<file path="config.mk">
export PLATFORM = sky130hd
export DESIGN_NAME = seq_detector_param
export DESIGN_NICKNAME = d
export VERILOG_FILES = /design/src/rtl/seq_det_pkg.sv /design/src/rtl/sat_counter.sv /design/src/rtl/seq_detector_param.sv
export SDC_FILE = /design/constraint.sdc
export NUM_CORES = 1
export LEC_CHECK = 0
export ABC_AREA = 0
export BUFFER_PORTS_ARGS = -buffer_cell sky130_fd_sc_hd__buf_4
export CAP_MARGIN = 30
export CORE_MARGIN = 2
export CORE_UTILIZATION = 59
export CTS_BUF_LIST = sky130_fd_sc_hd__clkbuf_8
export DETAILED_ROUTE_END_ITERATION = 8
export PLACE_DENSITY = 0.89
export SYNTH_ARGS = -nofsm -noshare
export SYNTH_HDL_FRONTEND = slang
export SYNTH_HIERARCHICAL = 1
export SYNTH_SLANG_ARGS = --single-unit
</file>
<file path="constraint.sdc">
create_clock -name clk -period 3.5 [get_ports clk]
set_clock_uncertainty 0.05 [all_clocks]
set_input_delay 0.7 -clock clk [delete_from_list [all_inputs] [get_ports clk]]
set_output_delay 0.7 -clock clk [all_outputs]
set_load 0.02 [all_outputs]
</file>
<file path="src/rtl/seq_det_pkg.sv">
// Shared constants and width helpers for the parametrised serial pattern detector.
package seq_det_pkg;

    localparam logic MODE_OVERLAP    = 1'b1;
    localparam logic MODE_NONOVERLAP = 1'b0;

    // Width able to hold the values 0..max_len inclusive.
    function automatic int len_width(input int max_len);
        return $clog2(max_len + 1);
    endfunction

    function automatic int cnt_max(input int cnt_w);
        return (1 << cnt_w) - 1;
    endfunction

endpackage

</file>
<file path="src/rtl/sat_counter.sv">
// Saturating up-counter with synchronous clear and asynchronous active-low reset.
module sat_counter #(
    parameter int W = 8
) (
    input  logic         clk,
    input  logic         rst_n,
    input  logic         inc,
    input  logic         clr,
    output logic [W-1:0] cnt
);

    function automatic logic [W-1:0] sat_inc(input logic [W-1:0] v);
        return (v == '1) ? v : v + 1'b1;
    endfunction

    // Clear wins over a coincident increment.
    always_ff @(posedge clk or negedge rst_n) begin
        if (!rst_n) begin
            cnt <= '0;
        end else if (clr) begin
            cnt <= '0;
        end else if (inc) begin
            cnt <= sat_inc(cnt);
        end
    end

endmodule

</file>
<file path="src/rtl/seq_detector_param.sv">
// Serial bit-pattern detector with runtime-programmable pattern, length and overlap mode.
module seq_detector_param
    import seq_det_pkg::*;
#(
    parameter int                 MAX_LEN     = 8,
    parameter int                 LEN_W       = len_width(MAX_LEN),
    parameter int                 CNT_W       = 8,
    parameter logic [MAX_LEN-1:0] RST_PATTERN = 'b101,
    parameter int                 RST_LEN     = 3,
    parameter logic               RST_OVERLAP = 1'b1
) (
    input  logic               clk,
    input  logic               rst_n,
    input  logic               a,
    input  logic               valid,
    input  logic               cfg_load,
    input  logic [MAX_LEN-1:0] cfg_pattern,
    input  logic [LEN_W-1:0]   cfg_len,
    input  logic               cfg_overlap,
    input  logic               cnt_clr,
    output logic               w,
    output logic [CNT_W-1:0]   match_cnt
);

    logic [MAX_LEN-1:0] hist;
    logic [MAX_LEN-1:0] hist_nxt;
    logic [MAX_LEN-1:0] pat;
    logic [MAX_LEN-1:0] mask;
    logic [LEN_W-1:0]   fill;
    logic [LEN_W-1:0]   fill_nxt;
    logic [LEN_W-1:0]   len_r;
    logic [LEN_W-1:0]   len_clamped;
    logic               ovl_r;
    logic               match;
    logic               unused_hist_msb;

    // The oldest history bit only ever shifts out; no window can reach it.
    assign unused_hist_msb = hist[MAX_LEN-1];

    assign len_clamped = (cfg_len > LEN_W'(MAX_LEN)) ? LEN_W'(MAX_LEN) : cfg_len;

    always_comb begin
        hist_nxt = {hist[MAX_LEN-2:0], a};
        fill_nxt = (fill == LEN_W'(MAX_LEN)) ? fill : fill + 1'b1;
        mask     = '0;
        for (int i = 0; i < MAX_LEN; i++) begin
            mask[i] = (i < int'(len_r));
        end
        // Only the newest len_r bits take part; a zero length never matches.
        match = valid && !cfg_load && (len_r != '0) && (fill_nxt >= len_r) &&
                (((hist_nxt ^ pat) & mask) == '0);
    end

    always_ff @(posedge clk or negedge rst_n) begin
        if (!rst_n) begin
            hist  <= '0;
            fill  <= '0;
            pat   <= RST_PATTERN;
            len_r <= LEN_W'(RST_LEN);
            ovl_r <= RST_OVERLAP;
            w     <= 1'b0;
        end else if (cfg_load) begin
            pat   <= cfg_pattern;
            len_r <= len_clamped;
            ovl_r <= cfg_overlap;
            hist  <= '0;
            fill  <= '0;
            w     <= 1'b0;
        end else if (valid) begin
            hist <= hist_nxt;
            // Non-overlap mode forgets the matched bits so they cannot start the next match.
            fill <= (match && ovl_r == MODE_NONOVERLAP) ? '0 : fill_nxt;
            w    <= match;
        end else begin
            w <= 1'b0;
        end
    end

    sat_counter #(
        .W(CNT_W)
    ) u_cnt (
        .clk   (clk),
        .rst_n (rst_n),
        .inc   (match),
        .clr   (cnt_clr),
        .cnt   (match_cnt)
    );

endmodule

</file>
==> key figures <==
Synthesis
  • Top cells by area, synth: dfrtp_1 38%, dfstp_2 7.1%, mux2_2 6.1%, mux2i_1 4.9%, ha_1 4.7%
  • Post-synthesis net count: 199
  • Cells after Synth: 173
  • Yosys reg bits: 33
  • Average cell area after synthesis: 10.7 µm²
  • Top-area cell type share of the netlist area: 37.8%
  • Synth unique cells: 45
  • Post-synthesis async set-or-reset flop share: 100%
  • Count leader, synth: dfrtp_1
  • Synth area leader: dfrtp_1
  • Synth Flop Type: dfrtp_1
  • Post-synthesis sequential area ratio: 44.9%
  • Number of synthesized flops with an enable pin: 0
  • Synth warn: 6
  • Leading cell types by count after synthesis: 28 x dfrtp_1, 10 x mux2_2, 10 x nor2_1
  • Netlist Area Pre-Place: 1850 µm²

Placement
  • Placed instance area: 2080 µm²
  • Hpwl dp: 2690 µm
  • Pre-CTS setup slack: 367 ps
  • Global placer's final weighted congestion: 0.821
  • I/O Buffers: 27

Critical path
  • Critical path class: flip-flop to flip-flop
  • Crit path arrival time: 3310 ps
  • Worst Setup End Kind: flip-flop
  • Critical path data required time: 3620 ps
  • Startpoint types: flip-flop
  • Worst Path Max Fanout: 8

Global routing
  • Vias in the first global route: 1,375
  • Remaining global-route overflow: 0
  • Largest net degree at the start of global routing: 34
  • Global router's overall resource usage: 23.7%
  • First-pass GRT wire length: 6190 µm
  • Initial antenna violation count: 0

Finish
  • Area Overhead vs Synth: 17.7%
  • Diode count: 0
  • Register Area: 832 µm²
  • # nets final: 226
  • Layout cells sized above 1: 30.3%
  • Fillcell total: 225
  • Fin area: 2180 µm²
  • Multi-input gate area: 948 µm²

CTS
  • Post-CTS setup buffers: 0
  • CTS Hold Bufs: 0
  • Clk Latency, worst-skew pair: 290 ps
  • Clock-pin slew on the worst setup and hold paths: 60 ps
  • H-Tree Depth: 2
  • Clock Path Buffers: 2
  • Root Buffer: clkbuf_8
  • CTS buffer count: 5
  • Post-CTS sizing: 0
  • TritonCTS clock tree: yes
  • Clock Sinks: 33

Floorplan
  • I/O Pins: 28
  • Chip width: 60.0 µm
  • # rows: 20
  • Die Area: 3600 µm²
  • Initial Utilization: 61.2%
  • Core Footprint: 3030 µm²
  • Die height: 60.0 µm

Routing
  • Vias: 1,397
  • Final wirelength: 3680 µm
  • Met2 wire length: 1830 µm
  • Met3 routed WL: 189 µm
  • Via/cell ratio: 5.70
  • Routed met1 length: 1580 µm
  • Drt pass-1 iters: 4
  • DRT iter0 DRCs: 72
  • Highest Signal Layer: met4
  • Antenna-violating nets left: 0
  • DR DRC count: 0
  • Wire length per cell: 15.0 µm

STA
  • Final worst path period share: 91.2%
  • TNS Setup: 0 ps
  • Setup slack after layout: 306 ps
  • Slew @ Worst Pin: 554 ps
  • F_max: 313 MHz
  • Relative slew slack: 63.0%
  • Fin. Hold Viols: 0
  • Period minus WS final: 3190 ps
  • RSZ-0062 raised after global routing: false
  • Fin. max-slew vios: 0
  • Final setup vio count: 0

Status
  • Status: finished, final reports clean

Pwr
  • Power per cell area: 407 nW/µm²
  • Max VDD drop: 0.325 mV
  • Leakage power: 0.969 nW

Flow run
  • Max-cap violations: 0

Hold path
  • HP Class: input port to asynchronous set/reset pin
## power by group
group,internal [mW],total (mW),switching (mW)
clock network,0.177,0.312,0.134
registers,0.407,0.425,0.0187
logic,0.0698,0.149,0.0795
total,0.654,0.887,0.233
## state kept, by name, summed over array words and instances (netlist names)
signal / cells
w: 1
len_r: 4
hist: 7
fill: 4
u_cnt/cnt: 8
pat: 8
ovl_r: 1
## worst max-delay path: stages (launching register included)
cell	delay, ps
dfrtp_1	400
inv_1	120
ha_1	190
nand3b_1	90
xnor2_1	230
inv_1	70
ha_1	270
o21ai_0	90
a221o_1	350
nor4_4	460
buf_4	240
nand4_1	130
nor4b_1	300
nor3b_1	80
## cell usage in the layout, fill, tap and decap left out, drive strengths merged, types with 2 or more instances in the layout
cell type,count
dfrtp,28
buf,28
mux2,11
nor2,10
inv,9
nand2,9
mux2i,9
nand3,9
o21ai,8
ha,7
clkbuf,7
xnor2,5
nor2b,5
xor2,5
nor3,5
dfstp,5
nand3b,4
a21oi,4
o22ai,3
a31oi,3
a211oi,3
nand4,3
o21a,2
nor3b,2
nand2b,2
nor4,2
and4,2
## worst paths after layout
| check | to | cells after the start | startpoint | slack [ps] |
|---|---|---|---|---|
| hold / removal | pat[3]$_DFFE_PN0P_ | 1 | rst_n | 290 |
| setup / recovery | u_cnt/cnt[7]$_DFFE_PN0P_ | 13 | fill[0]$_DFFE_PN0P_ | 310 |
| max in group asynchronous | pat[2]$_DFFE_PN1P_ | 1 | rst_n | 2790 |
| hold reg to reg | pat[3]$_DFFE_PN0P_ | 1 | pat[3]$_DFFE_PN0P_ | 480 |
| min in group clk | pat[3]$_DFFE_PN0P_ | 1 | pat[3]$_DFFE_PN0P_ | 480 |
| setup reg to reg | u_cnt/cnt[7]$_DFFE_PN0P_ | 13 | fill[0]$_DFFE_PN0P_ | 310 |
## area by class of cell
cell class	instances	share of cell area, %
Clock buffer	7	4.42
Timing Repair Buffer	28	9.64
Clock inverter	1	0.229
Multi-Input combinational cell	123	43.5
Inverter	9	1.55
Sequential cell	33	38.2
Tap cell	44	2.52
## kinds of logic (layout without fill, tap and decap cells)
group                      after synthesis  after routing  synth area share (%)
buffers and inverters                   17             45                  3.92
AOI/OAI and AO/OA                       30             30                  11.7
DFF                                     33             33                  44.9
muxes                                   20             20                  11.7
adders and majority gates                7              7                  4.73
xor gates and xnor gates                10             10                  4.73
and+or+nand+nor                         56             56                  18.3
## routing by layer
layer  track usage (%)  up-vias
li1                  -      673
met5                 0        -
met3              6.49        7
met1              28.9      672
met2              38.8       45
met4              11.1        0
## stage by stage
| stage | power [mW] | hold WS, ps | util [%] | instances |
|---|---|---|---|---|
| after floorplan | 0.531 | 354 | - | 173 |
| after global placement | 0.569 | 464 | 68.7 | 237 |
| after detailed placement | 0.581 | 468 | 68.7 | 237 |
| after CTS | 0.897 | 298 | 72.0 | 245 |
| after global routing | 0.929 | 313 | 72.0 | 245 |
| final | 0.887 | 291 | 72.0 | 245 |
No activity file was read; power rests on OpenSTA's default activity.
